### config.mk
export PLATFORM = sky130hd
export DESIGN_NAME = mips_mem_arbiter_flat
export DESIGN_NICKNAME = d
export VERILOG_FILES = /design/src/rtl/mips_mem_arbiter_pkg.sv /design/src/rtl/mips_mem_arbiter_if.sv /design/src/rtl/mips_mem_arbiter_pick.sv /design/src/rtl/mips_mem_arbiter.sv /design/src/flat_wrapper.sv
export SDC_FILE = /design/constraint.sdc
export NUM_CORES = 1
export LEC_CHECK = 0
export ABC_AREA = 1
export BUFFER_PORTS_ARGS = -buffer_cell sky130_fd_sc_hd__clkbuf_2
export CAP_MARGIN = 20
export CORE_MARGIN = 4
export CORE_UTILIZATION = 44
export CTS_CLUSTER_SIZE = 14
export DETAILED_ROUTE_END_ITERATION = 12
export PLACE_DENSITY = 0.73
export REMOVE_ABC_BUFFERS = 1
export SYNTH_ARGS = -nofsm -noshare
export SYNTH_HDL_FRONTEND = slang
export SYNTH_SLANG_ARGS = --single-unit
export TNS_END_PERCENT = 100
### constraint.sdc
create_clock -name clk1 -period 3.1 [get_ports clk1]
set_clock_uncertainty 0.1 [all_clocks]
set_input_delay 0.155 -clock clk1 [delete_from_list [all_inputs] [get_ports clk1]]
set_output_delay 0.155 -clock clk1 [all_outputs]
set_load 0.02 [all_outputs]
### src/rtl/mips_mem_arbiter_pkg.sv
// Shared types and default sizes for the pipe_MIPS32 memory arbiter.
// Imported by the interface, the grant picker and the arbiter top.
package mips_mem_pkg;

    localparam int ADDR_W_DEF     = 10;
    localparam int DATA_W_DEF     = 32;
    localparam int STARVE_MAX_DEF = 4;

    typedef enum logic [1:0] {
        IDLE = 2'd0,
        BUSY = 2'd1,
        RESP = 2'd2
    } state_t;

    typedef enum logic {
        OWN_IF = 1'b0,
        OWN_DM = 1'b1
    } owner_t;

    // Bits needed to hold a counter that saturates at max_val.
    function automatic int cnt_width(input int max_val);
        int w;
        w = $clog2(max_val + 1);
        if (w < 1) begin
            w = 1;
        end else begin
            w = w;
        end
        return w;
    endfunction

endpackage

### src/rtl/mips_mem_arbiter_if.sv
// Pipeline-side request/response signals and memory-side bus of the arbiter.
// slave is the arbiter's view; master is the view of the surrounding system.
interface mips_mem_arbiter_if
    import mips_mem_pkg::*;
#(
    parameter int ADDR_W = ADDR_W_DEF,
    parameter int DATA_W = DATA_W_DEF
) ();

    logic              halted;
    logic              if_req;
    logic [ADDR_W-1:0] if_addr;
    logic              if_gnt;
    logic              if_rvalid;
    logic [DATA_W-1:0] if_rdata;
    logic              dm_req;
    logic              dm_we;
    logic [ADDR_W-1:0] dm_addr;
    logic [DATA_W-1:0] dm_wdata;
    logic              dm_gnt;
    logic              dm_rvalid;
    logic [DATA_W-1:0] dm_rdata;
    logic              mem_req;
    logic              mem_we;
    logic [ADDR_W-1:0] mem_addr;
    logic [DATA_W-1:0] mem_wdata;
    logic [DATA_W-1:0] mem_rdata;
    logic              mem_ack;
    logic              busy;

    modport slave (
        input  halted, if_req, if_addr, dm_req, dm_we, dm_addr, dm_wdata,
               mem_rdata, mem_ack,
        output if_gnt, if_rvalid, if_rdata, dm_gnt, dm_rvalid, dm_rdata,
               mem_req, mem_we, mem_addr, mem_wdata, busy
    );

    modport master (
        output halted, if_req, if_addr, dm_req, dm_we, dm_addr, dm_wdata,
               mem_rdata, mem_ack,
        input  if_gnt, if_rvalid, if_rdata, dm_gnt, dm_rvalid, dm_rdata,
               mem_req, mem_we, mem_addr, mem_wdata, busy
    );

endinterface

### src/rtl/mips_mem_arbiter_pick.sv
// Data-priority grant pick with a saturating starvation counter that forces
// an instruction fetch after STARVE_MAX back-to-back data grants.
module mips_arb_pick
    import mips_mem_pkg::*;
#(
    parameter int STARVE_MAX = STARVE_MAX_DEF
) (
    input  logic clk1,
    input  logic rst_n,
    input  logic grant_en,
    input  logic if_req,
    input  logic dm_req,
    input  logic halted,
    output logic grant_if,
    output logic grant_dm
);

    localparam int CW = cnt_width(STARVE_MAX);
    localparam logic [CW-1:0] MAX_C = CW'(STARVE_MAX);

    logic [CW-1:0] starve_cnt_r;
    logic [CW-1:0] starve_cnt_s;

    // Grant decision: data wins unless IF has waited out its starvation budget.
    always_comb begin
        grant_if = 1'b0;
        grant_dm = 1'b0;
        if (grant_en) begin
            if (dm_req && ((starve_cnt_r < MAX_C) || !if_req || halted)) begin
                grant_dm = 1'b1;
            end else if (if_req && !halted) begin
                grant_if = 1'b1;
            end else begin
                grant_dm = 1'b0;
            end
        end else begin
            grant_if = 1'b0;
        end
    end

    // Starvation count: rises only while an unhalted fetch is being passed over.
    always_comb begin
        starve_cnt_s = starve_cnt_r;
        if (grant_if) begin
            starve_cnt_s = {CW{1'b0}};
        end else if (grant_dm) begin
            if (!if_req) begin
                starve_cnt_s = {CW{1'b0}};
            end else if (halted) begin
                starve_cnt_s = starve_cnt_r;
            end else if (starve_cnt_r < MAX_C) begin
                starve_cnt_s = starve_cnt_r + {{(CW-1){1'b0}}, 1'b1};
            end else begin
                starve_cnt_s = starve_cnt_r;
            end
        end else begin
            starve_cnt_s = starve_cnt_r;
        end
    end

    // Starvation counter register.
    always_ff @(posedge clk1 or negedge rst_n) begin
        if (!rst_n) begin
            starve_cnt_r <= {CW{1'b0}};
        end else begin
            starve_cnt_r <= starve_cnt_s;
        end
    end

endmodule

### src/rtl/mips_mem_arbiter.sv
// Single-port memory arbiter between pipe_MIPS32 fetch and MEM-stage ports.
// One access in flight: IDLE (grant) -> BUSY (wait mem_ack) -> RESP (rvalid).
module mips_mem_arbiter
    import mips_mem_pkg::*;
#(
    parameter int ADDR_W     = ADDR_W_DEF,
    parameter int DATA_W     = DATA_W_DEF,
    parameter int STARVE_MAX = STARVE_MAX_DEF
) (
    input  logic                   clk1,
    input  logic                   rst_n,
    mips_mem_arbiter_if.slave      bus
);

    state_t            state_r;
    state_t            state_s;
    owner_t            owner_r;
    logic [ADDR_W-1:0] addr_r;
    logic              we_r;
    logic [DATA_W-1:0] wdata_r;
    logic [DATA_W-1:0] if_rdata_r;
    logic [DATA_W-1:0] dm_rdata_r;
    logic              mem_req_r;
    logic              mem_req_s;
    logic              if_rvalid_r;
    logic              if_rvalid_s;
    logic              dm_rvalid_r;
    logic              dm_rvalid_s;
    logic              busy_r;
    logic              busy_s;
    logic              grant_en_s;
    logic              grant_if_s;
    logic              grant_dm_s;
    logic              grant_any_s;

    // Grants are suppressed while reset is held so every output reads 0.
    assign grant_en_s  = (state_r == IDLE) && rst_n;
    assign grant_any_s = grant_if_s || grant_dm_s;

    mips_arb_pick #(
        .STARVE_MAX (STARVE_MAX)
    ) u_pick (
        .clk1     (clk1),
        .rst_n    (rst_n),
        .grant_en (grant_en_s),
        .if_req   (bus.if_req),
        .dm_req   (bus.dm_req),
        .halted   (bus.halted),
        .grant_if (grant_if_s),
        .grant_dm (grant_dm_s)
    );

    // Next state and next values of the registered handshake outputs.
    always_comb begin
        state_s     = state_r;
        mem_req_s   = 1'b0;
        if_rvalid_s = 1'b0;
        dm_rvalid_s = 1'b0;
        case (state_r)
            IDLE: begin
                if (grant_any_s) begin
                    state_s   = BUSY;
                    mem_req_s = 1'b1;
                end else begin
                    state_s = IDLE;
                end
            end
            BUSY: begin
                if (bus.mem_ack) begin
                    state_s     = RESP;
                    if_rvalid_s = (owner_r == OWN_IF);
                    dm_rvalid_s = (owner_r == OWN_DM);
                end else begin
                    mem_req_s = 1'b1;
                end
            end
            RESP: begin
                state_s = IDLE;
            end
            default: begin
                state_s = IDLE;
            end
        endcase
        busy_s = (state_s != IDLE);
    end

    // FSM state and registered strobes.
    always_ff @(posedge clk1 or negedge rst_n) begin
        if (!rst_n) begin
            state_r     <= IDLE;
            mem_req_r   <= 1'b0;
            if_rvalid_r <= 1'b0;
            dm_rvalid_r <= 1'b0;
            busy_r      <= 1'b0;
        end else begin
            state_r     <= state_s;
            mem_req_r   <= mem_req_s;
            if_rvalid_r <= if_rvalid_s;
            dm_rvalid_r <= dm_rvalid_s;
            busy_r      <= busy_s;
        end
    end

    // Request capture on grant and response capture on memory acknowledge.
    always_ff @(posedge clk1 or negedge rst_n) begin
        if (!rst_n) begin
            owner_r    <= OWN_IF;
            addr_r     <= {ADDR_W{1'b0}};
            we_r       <= 1'b0;
            wdata_r    <= {DATA_W{1'b0}};
            if_rdata_r <= {DATA_W{1'b0}};
            dm_rdata_r <= {DATA_W{1'b0}};
        end else if ((state_r == IDLE) && grant_any_s) begin
            owner_r <= grant_dm_s ? OWN_DM : OWN_IF;
            addr_r  <= grant_dm_s ? bus.dm_addr : bus.if_addr;
            we_r    <= grant_dm_s && bus.dm_we;
            wdata_r <= grant_dm_s ? bus.dm_wdata : {DATA_W{1'b0}};
        end else if ((state_r == BUSY) && bus.mem_ack) begin
            // Write enable drops together with mem_req at the end of the access.
            we_r <= 1'b0;
            if (owner_r == OWN_IF) begin
                if_rdata_r <= bus.mem_rdata;
            end else begin
                dm_rdata_r <= we_r ? {DATA_W{1'b0}} : bus.mem_rdata;
            end
        end else begin
            owner_r <= owner_r;
            addr_r  <= addr_r;
        end
    end

    assign bus.if_gnt    = grant_if_s;
    assign bus.dm_gnt    = grant_dm_s;
    assign bus.if_rvalid = if_rvalid_r;
    assign bus.if_rdata  = if_rdata_r;
    assign bus.dm_rvalid = dm_rvalid_r;
    assign bus.dm_rdata  = dm_rdata_r;
    assign bus.mem_req   = mem_req_r;
    assign bus.mem_we    = we_r;
    assign bus.mem_addr  = addr_r;
    assign bus.mem_wdata = wdata_r;
    assign bus.busy      = busy_r;

endmodule

### src/flat_wrapper.sv
// flat-port wrapper written by rule: the top's interface ports become plain ports
module mips_mem_arbiter_flat import mips_mem_pkg::*;
#(
    parameter int ADDR_W     = ADDR_W_DEF,
    parameter int DATA_W     = DATA_W_DEF,
    parameter int STARVE_MAX = STARVE_MAX_DEF
)
  (clk1, rst_n, bus_halted, bus_if_req, bus_if_addr, bus_dm_req, bus_dm_we, bus_dm_addr, bus_dm_wdata, bus_mem_rdata, bus_mem_ack, bus_if_gnt, bus_if_rvalid, bus_if_rdata, bus_dm_gnt, bus_dm_rvalid, bus_dm_rdata, bus_mem_req, bus_mem_we, bus_mem_addr, bus_mem_wdata, bus_busy);
  mips_mem_arbiter_if #(.ADDR_W(ADDR_W), .DATA_W(DATA_W)) bus_i ();
  input  logic clk1;
  input  logic rst_n;
  input wire logic [$bits(bus_i.halted)-1:0] bus_halted;
  input wire logic [$bits(bus_i.if_req)-1:0] bus_if_req;
  input wire logic [$bits(bus_i.if_addr)-1:0] bus_if_addr;
  input wire logic [$bits(bus_i.dm_req)-1:0] bus_dm_req;
  input wire logic [$bits(bus_i.dm_we)-1:0] bus_dm_we;
  input wire logic [$bits(bus_i.dm_addr)-1:0] bus_dm_addr;
  input wire logic [$bits(bus_i.dm_wdata)-1:0] bus_dm_wdata;
  input wire logic [$bits(bus_i.mem_rdata)-1:0] bus_mem_rdata;
  input wire logic [$bits(bus_i.mem_ack)-1:0] bus_mem_ack;
  output wire logic [$bits(bus_i.if_gnt)-1:0] bus_if_gnt;
  output wire logic [$bits(bus_i.if_rvalid)-1:0] bus_if_rvalid;
  output wire logic [$bits(bus_i.if_rdata)-1:0] bus_if_rdata;
  output wire logic [$bits(bus_i.dm_gnt)-1:0] bus_dm_gnt;
  output wire logic [$bits(bus_i.dm_rvalid)-1:0] bus_dm_rvalid;
  output wire logic [$bits(bus_i.dm_rdata)-1:0] bus_dm_rdata;
  output wire logic [$bits(bus_i.mem_req)-1:0] bus_mem_req;
  output wire logic [$bits(bus_i.mem_we)-1:0] bus_mem_we;
  output wire logic [$bits(bus_i.mem_addr)-1:0] bus_mem_addr;
  output wire logic [$bits(bus_i.mem_wdata)-1:0] bus_mem_wdata;
  output wire logic [$bits(bus_i.busy)-1:0] bus_busy;
  assign bus_i.halted = bus_halted;
  assign bus_i.if_req = bus_if_req;
  assign bus_i.if_addr = bus_if_addr;
  assign bus_i.dm_req = bus_dm_req;
  assign bus_i.dm_we = bus_dm_we;
  assign bus_i.dm_addr = bus_dm_addr;
  assign bus_i.dm_wdata = bus_dm_wdata;
  assign bus_i.mem_rdata = bus_mem_rdata;
  assign bus_i.mem_ack = bus_mem_ack;
  assign bus_if_gnt = bus_i.if_gnt;
  assign bus_if_rvalid = bus_i.if_rvalid;
  assign bus_if_rdata = bus_i.if_rdata;
  assign bus_dm_gnt = bus_i.dm_gnt;
  assign bus_dm_rvalid = bus_i.dm_rvalid;
  assign bus_dm_rdata = bus_i.dm_rdata;
  assign bus_mem_req = bus_i.mem_req;
  assign bus_mem_we = bus_i.mem_we;
  assign bus_mem_addr = bus_i.mem_addr;
  assign bus_mem_wdata = bus_i.mem_wdata;
  assign bus_busy = bus_i.busy;
  mips_mem_arbiter #(.ADDR_W(ADDR_W), .DATA_W(DATA_W), .STARVE_MAX(STARVE_MAX)) u_core (.clk1(clk1), .rst_n(rst_n), .bus(bus_i));
endmodule
==> results.sh <==
export IMPL_status="finished clean"
export IMPL_clkLatencyLatePin_ns=0.49
export IMPL_syn_avg_cell_area_um2=8.57
export IMPL_path_class="in -> reg"
export IMPL_setup_violations_final=0
export IMPL_ios=204
export IMPL_p_leak_nw=4.22
export IMPL_final_common_cell="nand2_1"
export IMPL_die_w_um=113
export IMPL_coreArea_um2=10500
export IMPL_initial_utilization_pct=45.8
export IMPL_critPathArrivalTime_ns=3.23
export IMPL_rsz0062_at_grt="no"
export IMPL_die_h_um=113
export IMPL_wirelength_um=15600
export IMPL_p_sw_w=0.00269
export IMPL_p_clk_share_pct=27.7
export IMPL_startpoint_type="input port"
export IMPL_irDropWorstVdd_v=0.000454
export IMPL_utilization_pct=70.5
export IMPL_sw_frac_of_total_pct=39.0
export IMPL_yosysTopAreaCell="dfrtp_1"
export IMPL_place_congestion=0.773
export IMPL_ys_ff_latch=117
export IMPL_clock_tree_root_cell="clkbuf_8"
export IMPL_synthSimpleGateAreaFrac_pct=28.6
export IMPL_synth_compound_area_share_pct=4.44
export IMPL_cts_buffer_depth=2
export IMPL_ys_types=20
export IMPL_antenna_found_initial=0
export IMPL_syn_inst=562
export IMPL_nNetsFinal=947
export IMPL_synth_xor_area_share_pct=0
export IMPL_hold_viol=0
export IMPL_critPathMaxFanout=17
export IMPL_synth_top_area_share_pct=60.8
export IMPL_drt_initial_drc_count=258
export IMPL_synth_area_top_cells="dfrtp_1, nand2_1, nand3_1"
export IMPL_post_route_min_period_ns=2.95
export IMPL_hp_class="in -> reg"
export IMPL_ant_nets=0
export IMPL_drc=0
export IMPL_max_slew_margin_rel_pct=33.0
export IMPL_drive_above_1_share_pct=29.4
export IMPL_muxShareOfSynthArea_pct=0
export IMPL_fin_setup_tns_ns=0
export IMPL_tightest_slew_ns=1.00
export IMPL_synth_seq_area_share_pct=60.8
export IMPL_grt_pass1_vias=5281
export IMPL_grt_pass1_wl_um=25800
export IMPL_rows=37
export IMPL_end_kind="register"
export IMPL_wl_per_cell_um=15.5
export IMPL_diodes=0
export IMPL_cts_buffers=17
export IMPL_period_share_pct=95.0
export IMPL_htreeDepth=4
export IMPL_dp_slack_ns=0.942
export IMPL_firstDrtPassIters=7
export IMPL_grt_overflow=0
export IMPL_combPwrFrac_pct=36.2
export IMPL_io_buffers=203
export IMPL_place_hpwl_um=9280
export IMPL_cp_required_ns=3.38
export IMPL_fmax_mhz=340
export IMPL_pwr_share_seq_pct=36.1
export IMPL_syn_to_final_growth_pct=53.9
export IMPL_synth_top_family_by_area="simple AND/OR/NAND/NOR gates"
export IMPL_grt_usage_pct=25.3
export IMPL_synth_area_um2=4820
export IMPL_yosysWarnings=0
export IMPL_cts_sinks=117
export IMPL_max_cap_viol_count=0
export IMPL_fin_ws_ns=0.155
export IMPL_viasPerCell=5.00
export IMPL_die_area_um2=12700
export IMPL_cts_tree="done"
export IMPL_p_per_area_nw_per_um2=931
export IMPL_clk_pin_slew_ns=0.05
export IMPL_via_count=5024
export IMPL_synthAdderAreaFrac_pct=0.260
export IMPL_grt_max_degree=65
export IMPL_final_cell_mix="nand2_1, clkbuf_2, dfrtp_1"
export IMPL_intPower_w=0.00421
export IMPL_slew_violations=0
cells in the mapped netlist:
cell / count
nor2_1: 4
o21ai_0: 37
nand3_2: 1
buf_2: 11
a21oi_2: 1
inv_1: 29
or2_2: 2
buf_6: 4
nand3_1: 45
nor2_2: 4
ha_1: 1
buf_4: 2
nand2_4: 2
clkbuf_1: 11
dfrtp_1: 117
inv_2: 4
inv_4: 1
a21oi_1: 4
nand2_1: 279
nand2_2: 3
logic make-up (layout without fill, tap and decap cells):
logic type | after synthesis | after routing
flip-flops | 117 | 117
adder cells (fa/ha/maj) | 1 | 1
buffers and inverters | 62 | 368
AO/OA/AOI/OAI | 42 | 42
AND/OR/NAND/NOR | 340 | 340
what timing repair did:
action                                  in CTS  in global routing
endpoints found under the setup margin       0                  8
hold endpoints to repair                   165                  0
resized for setup                            0                  2
setup buffers                                0                  0
hold buffers                                94                  0
cell type report:
| cell class | count | area (µm²) |
|---|---|---|
| Multi-Input combinational cell | 383 | 1600 |
| Inverter | 34 | 133 |
| Clock inverter | 10 | 129 |
| Fill cell | 748 | 3100 |
| Clock buffer | 22 | 453 |
| Tap cell | 136 | 170 |
| Sequential cell | 117 | 2930 |
| Timing Repair Buffer | 302 | 2000 |
flip-flops by register name (all words and copies together) (netlist names):
register	flops
u_core.bus.mem_wdata	32
u_core.bus.if_rdata	32
u_core.state_r	2
u_core.bus.if_rvalid	1
u_core.bus.mem_addr	10
u_core.bus.mem_we	1
u_core.u_pick.starve_cnt_r	3
u_core.bus.busy	1
u_core.bus.dm_rdata	32
u_core.bus.dm_rvalid	1
u_core.bus.mem_req	1
u_core.owner_r	1
worst max-delay path: stages:
cell	delay, ns
dlygate4sd3_1	0.55
dlygate4sd3_1	0.56
buf_4	0.25
nand2_1	0.10
nor2_1	0.24
a21oi_1	0.11
dlygate4sd3_1	0.59
nand3_1	0.07
dlygate4sd3_1	0.55
nand2_1	0.05
through the flow:
stage | hold slack [ns] | cells | area (µm²) | total power, W
floorplan | -0.241 | 534 | 4660 | 0.00383
global placement | -0.0446 | 878 | 5890 | 0.00476
detailed placement | -0.0424 | 878 | 5890 | 0.00482
CTS | 0.00530 | 1004 | 7410 | 0.00688
global route | 0.0999 | 1004 | 7410 | 0.00729
finish | 0.0560 | 1004 | 7410 | 0.00690
power by group through the flow:
| stage | Sequential (W) | Combinational [W] | Clock (W) |
|---|---|---|---|
| floorplan | 0.00317 | 0.000661 | 0 |
| finish | 0.00249 | 0.00249 | 0.00191 |
| CTS | 0.00247 | 0.00247 | 0.00194 |
| global placement | 0.00247 | 0.00230 | 0 |
| detailed placement | 0.00248 | 0.00234 | 0 |
| global route | 0.00255 | 0.00272 | 0.00202 |
routing by layer:
| layer | vias to the layer above | global-route usage [%] | wire length [µm] |
|---|---|---|---|
| met4 | 0 | 15.5 | 743 |
| met3 | 63 | 5.12 | 854 |
| li1 | 2329 | - | - |
| met1 | 2401 | 29.4 | 5910 |
| met5 | - | 0 | 0 |
| met2 | 231 | 42.9 | 8080 |
final timing paths:
path	to	slack (ns)	depth (start not counted)	startpoint
worst max-delay path	u_core.u_pick.starve_cnt_r[1]	0.15	10	rst_n
worst min register to register	u_core.bus.mem_wdata[11]	0.37	2	u_core.bus.mem_wdata[11]
worst min-delay path	u_core.u_pick.starve_cnt_r[2]	0.06	6	bus_halted
min in group asynchronous	u_core.u_pick.starve_cnt_r[2]	0.56	3	rst_n
worst max register to register	u_core.u_pick.starve_cnt_r[1]	0.63	8	u_core.state_r[1]
max in group asynchronous	u_core.bus.dm_rdata[18]	0.77	5	rst_n
(Power assumes the default switching activity.)
